[src/rtl/arbitro_mux16.sv]
// Round-robin arbiter owning the select of a shared 16:1 datapath mux.
// A grant is held until the owner releases it or the hold limit expires.
module arbitro_mux16 #(
  parameter int MAX_HOLD = 16,
  parameter int CNT_W    = 5
) (
  input  logic        clk,
  input  logic        rst,
  input  logic [15:0] req,
  input  logic        done,
  output logic [3:0]  sel,
  output logic [15:0] gnt,
  output logic        busy,
  output logic        timeout
);

  typedef enum logic {
    IDLE  = 1'b0,
    GRANT = 1'b1
  } state_t;

  localparam int HOLD_LAST_I = (MAX_HOLD == 0) ? 0 : MAX_HOLD - 1;
  localparam logic [CNT_W-1:0] HOLD_MAX  = CNT_W'(MAX_HOLD);
  localparam logic [CNT_W-1:0] HOLD_LAST = CNT_W'(HOLD_LAST_I);
  localparam logic             HOLD_EN   = (MAX_HOLD != 0);

  state_t           state_q, state_d;
  logic [3:0]       ptr_q, ptr_d;
  logic [CNT_W-1:0] cnt_q, cnt_d;
  logic [3:0]       sel_q, sel_d;
  logic [15:0]      gnt_q, gnt_d;
  logic             busy_q, busy_d;
  logic             timeout_q, timeout_d;

  logic [31:0] req_dbl;
  logic [15:0] req_rot;
  logic [3:0]  win_off;
  logic [3:0]  winner;
  logic        rel_owner;
  logic        rel_hold;

  // Rotating by ptr puts the highest-priority requester at bit 0, so the
  // lowest set bit of the rotated vector is the winner's offset from ptr.
  always_comb begin
    req_dbl = {req, req};
    req_rot = 16'(req_dbl >> ptr_q);
    win_off = 4'd0;
    for (int k = 15; k >= 0; k--) begin
      if (req_rot[k]) win_off = 4'(k);
    end
    winner = ptr_q + win_off;
  end

  always_comb begin
    rel_owner = done | ~req[sel_q];
    rel_hold  = HOLD_EN && (cnt_q == HOLD_LAST);
  end

  always_comb begin
    state_d   = state_q;
    ptr_d     = ptr_q;
    cnt_d     = cnt_q;
    sel_d     = sel_q;
    gnt_d     = gnt_q;
    busy_d    = busy_q;
    timeout_d = 1'b0;
    case (state_q)
      IDLE: begin
        if (|req) begin
          state_d = GRANT;
          sel_d   = winner;
          gnt_d   = 16'h0001 << winner;
          busy_d  = 1'b1;
          cnt_d   = '0;
        end
      end
      GRANT: begin
        cnt_d = (cnt_q == HOLD_MAX) ? cnt_q : cnt_q + 1'b1;
        if (rel_owner || rel_hold) begin
          state_d   = IDLE;
          gnt_d     = '0;
          busy_d    = 1'b0;
          ptr_d     = sel_q + 4'd1;
          // A forced release is flagged only when the owner did not let go itself.
          timeout_d = rel_hold & ~rel_owner;
        end
      end
      default: begin
        state_d = IDLE;
        gnt_d   = '0;
        busy_d  = 1'b0;
      end
    endcase
  end

  always_ff @(posedge clk or posedge rst) begin
    if (rst) begin
      state_q   <= IDLE;
      ptr_q     <= '0;
      cnt_q     <= '0;
      sel_q     <= '0;
      gnt_q     <= '0;
      busy_q    <= 1'b0;
      timeout_q <= 1'b0;
    end else begin
      state_q   <= state_d;
      ptr_q     <= ptr_d;
      cnt_q     <= cnt_d;
      sel_q     <= sel_d;
      gnt_q     <= gnt_d;
      busy_q    <= busy_d;
      timeout_q <= timeout_d;
    end
  end

  assign sel     = sel_q;
  assign gnt     = gnt_q;
  assign busy    = busy_q;
  assign timeout = timeout_q;

endmodule
[config.mk]
export PLATFORM = sky130hd
export DESIGN_NAME = arbitro_mux16
export DESIGN_NICKNAME = d
export VERILOG_FILES = /design/src/rtl/arbitro_mux16.sv
export SDC_FILE = /design/constraint.sdc
export NUM_CORES = 1
export LEC_CHECK = 0
export ABC_AREA = 0
export BUFFER_PORTS_ARGS = -buffer_cell sky130_fd_sc_hd__buf_2
export CORE_ASPECT_RATIO = 0.8
export CORE_MARGIN = 3
export CORE_UTILIZATION = 58
export DETAILED_ROUTE_END_ITERATION = 10
export PLACE_DENSITY = 0.81
export SLEW_MARGIN = 5
export SYNTH_ARGS = -nofsm -noshare
export SYNTH_HDL_FRONTEND = slang
export SYNTH_SLANG_ARGS = --single-unit
[constraint.sdc]
create_clock -name clk -period 4.2 [get_ports clk]
set_input_delay 0.42 -clock clk [delete_from_list [all_inputs] [get_ports clk]]
set_output_delay 0.42 -clock clk [all_outputs]
set_load 0.02 [all_outputs]
==> flow_summary.json <==
{
  "status": "complete, no violations",
  "io_buffers": 40,
  "h-tree-depth": 2,
  "synth.yosys.seq_area_share_pct": 29.8,
  "crit_path_start_kind": "flop",
  "vias": 2311,
  "hold_viol": 0,
  "coreArea_mm2": 0.00431,
  "start_util_pct": 62.3,
  "synth_most_common_cell": "dfrtp_1",
  "required_ns": 4.37,
  "dp_cells": 344,
  "final_area_mm2": 0.00312,
  "hold_class": "input port to async pin",
  "drive_gt1_share_pct": 33.2,
  "worstSkewPairLatency_ns": 0.29,
  "setup_viol": 0,
  "synth_seq_cells": 32,
  "maxCapViolCount": 0,
  "cts_num_sinks": 32,
  "grt_pass1_wl_um": 10900,
  "syn_nets": 275,
  "place_hpwl_um": 4880,
  "fin_skew_ns": 0.00751,
  "path_max_fanout": 13,
  "yosys_warnings": 0,
  "grt_use_total_pct": 26.5,
  "syn_area_mm2": 0.00269,
  "grt-ovfl-total": 0,
  "final_cell_count_no_fill": 352,
  "slew_headroom_pct": 29.1,
  "cts_buffers": 5,
  "fin_nets": 322,
  "die_area_mm2": 0.00549,
  "viasPerCell": 6.57,
  "ys_types": 59,
  "worstMarginPinSlew_ns": 1.06,
  "synth_top_area_share_pct": 29.8,
  "critical_path_arrival_ns": 4.24,
  "slew_violations": 0,
  "period_needed_ns": 4.06,
  "cts.clk_slew.worst_paths_ns": 0.07,
  "grt_pass1_vias": 2181,
  "critPathCaptureType": "flop",
  "drt_iter0_drc": 176,
  "diodes": 0,
  "synth-main-ff-cell": "dfrtp_1",
  "core.rowCount": 21,
  "synthCells": 248,
  "post_drt_wl_per_cell_um": 18.6,
  "fin_crit_sh_pct": 96.8,
  "die_y_um": 66.9,
  "synth-edff-count": 0,
  "placed_area_mm2": 0.00298,
  "dr.pass1.iters": 4,
  "synth_commonest_cells": "dfrtp_1 (32), nand2_1 (25), a32o_1 (16), mux4_2 (16), o21ai_0 (15)",
  "critPathKind": "flop to flop",
  "chipWidth_um": 82.1,
  "io_pins": 41,
  "clock_path_buffers": 2,
  "async_flop_share_pct": 100,
  "ant_nets": 0,
  "syn_area_per_cell_um2": 10.8,
  "clock-root-buffer": "clkbuf_8",
  "final_core_utilization_pct": 72.4,
  "max_freq_ghz": 0.246,
  "fillerInstances": 315,
  "antenna_found_initial": 0,
  "grt_max_degree": 33,
  "synthToLayoutAreaGrowth_pct": 16.2,
  "drt_wl_total_um": 6540,
  "cts_tree": "done",
  "gp_congestion": 0.887,
  "synth_area_leaders": "dfrtp_1 (30%), mux4_2 (13%), a32o_1 (6.0%), mux4_1 (4.9%), nand2_1 (3.5%)",
  "drc": 0,
  "synth_top_area_cell": "dfrtp_1"
}
-- cells in the final DEF, fill, tap and decap left out, types with 6 or more instances in the layout --
master | Yosys | layout
inv_1 | 10 | 10
clkbuf_8 | 0 | 7
mux2i_1 | 8 | 7
nand3_1 | 10 | 10
dfrtp_1 | 32 | 32
nor2_1 | 11 | 10
buf_4 | 0 | 11
mux4_2 | 16 | 16
ha_1 | 7 | 7
mux2_1 | 7 | 6
o21ai_0 | 15 | 15
buf_2 | 5 | 40
a32o_1 | 16 | 16
nand2_1 | 25 | 25
-- metrics by stage --
step	setup TNS [ns]	hold WS [ns]	worst slack (ns)
4_1_cts	0	0.213	0.0866
3_3_place_gp	0	0.474	0.148
6_report	0	0.207	0.136
2_1_floorplan	0	0.468	0.578
5_1_grt	-0.294	0.240	-0.0488
3_5_place_dp	0	0.479	0.134
-- logic make-up after synthesis --
kind of cell             Yosys count  share of synthesized area, %
buffers and inverters             24                          4.47
flip-flops                        32                          29.8
XOR/XNOR                           6                          2.52
multiplexers                      41                          26.9
adder cells (fa/ha/maj)            8                          4.01
AO/OA/AOI/OAI                     60                          17.4
AND/OR/NAND/NOR                   77                          14.9
-- path summary, 6_finish.rpt --
check                                     start             endpoint  slack, ns  cells past startpoint
hold reg to reg             gnt[14]$_DFFE_PP0P_  gnt[14]$_DFFE_PP0P_       0.49                      1
setup reg to reg           ptr_q[0]$_DFFE_PP0P_   gnt[6]$_DFFE_PP0P_       0.14                     16
max in group asynchronous                   rst   gnt[9]$_DFFE_PP0P_       3.70                      3
hold / removal                              rst   sel[3]$_DFFE_PP0P_       0.21                      3
setup / recovery           ptr_q[0]$_DFFE_PP0P_   gnt[6]$_DFFE_PP0P_       0.14                     16
min in group clk                           done    timeout$_DFF_PP0_       0.42                      3
-- layer usage --
| metal | vias to the layer above | wire length (µm) | share of wire (%) | track usage, % |
|---|---|---|---|---|
| li1 | 1065 | - | - | - |
| met1 | 1149 | 2970 | 45 | 39.4 |
| met2 | 87 | 3040 | 46 | 39.5 |
| met3 | 10 | 448 | 6.9 | 5.68 |
| met4 | 0 | 80 | 1.2 | 6.43 |
| met5 | - | 0 | 0 | 0 |
-- flip-flops by register name, summed over array words and instances, names as in the netlist --
name / cells
ptr_q: 4
cnt_q: 5
busy: 1
timeout: 1
sel: 4
state_q: 1
gnt: 16
-- worst max-delay path, cell delays in order (launching register included) --
cell and delay [ns]:
dfrtp_1 0.42, buf_6 0.22, mux4_1 0.64, mux2i_2 0.26, or2b_2 0.34, o31ai_1 0.23, and2_1 0.17, o31ai_1 0.08
buf_4 0.14, ha_1 0.19, buf_4 0.14, a21o_1 0.15, a21oi_1 0.23, xnor2_2 0.22, xnor2_2 0.11, buf_4 0.18
a32o_1 0.23
-- what timing repair did --
| action | in CTS | in global routing |
|---|---|---|
| endpoints found under the hold margin | 0 | 0 |
| endpoints found under the setup margin | 0 | 18 |
| gates resized for setup | 0 | 8 |
| hold buffers | 0 | 0 |
| setup buffers | 0 | 1 |
-- cell type report --
type | instances | area (µm²) | share of cell area (%)
Sequential cell | 32 | 801 | 25.7
Tap cell | 57 | 71.3 | 2.29
Timing Repair Buffer | 53 | 314 | 10.1
Inverter | 11 | 41.3 | 1.32
Multi-Input combinational cell | 192 | 1800 | 57.6
Clock buffer | 7 | 96.3 | 3.09
Power is not shown: default switching activity piles up to over one toggle a cycle in this logic, so the estimate is an artifact.
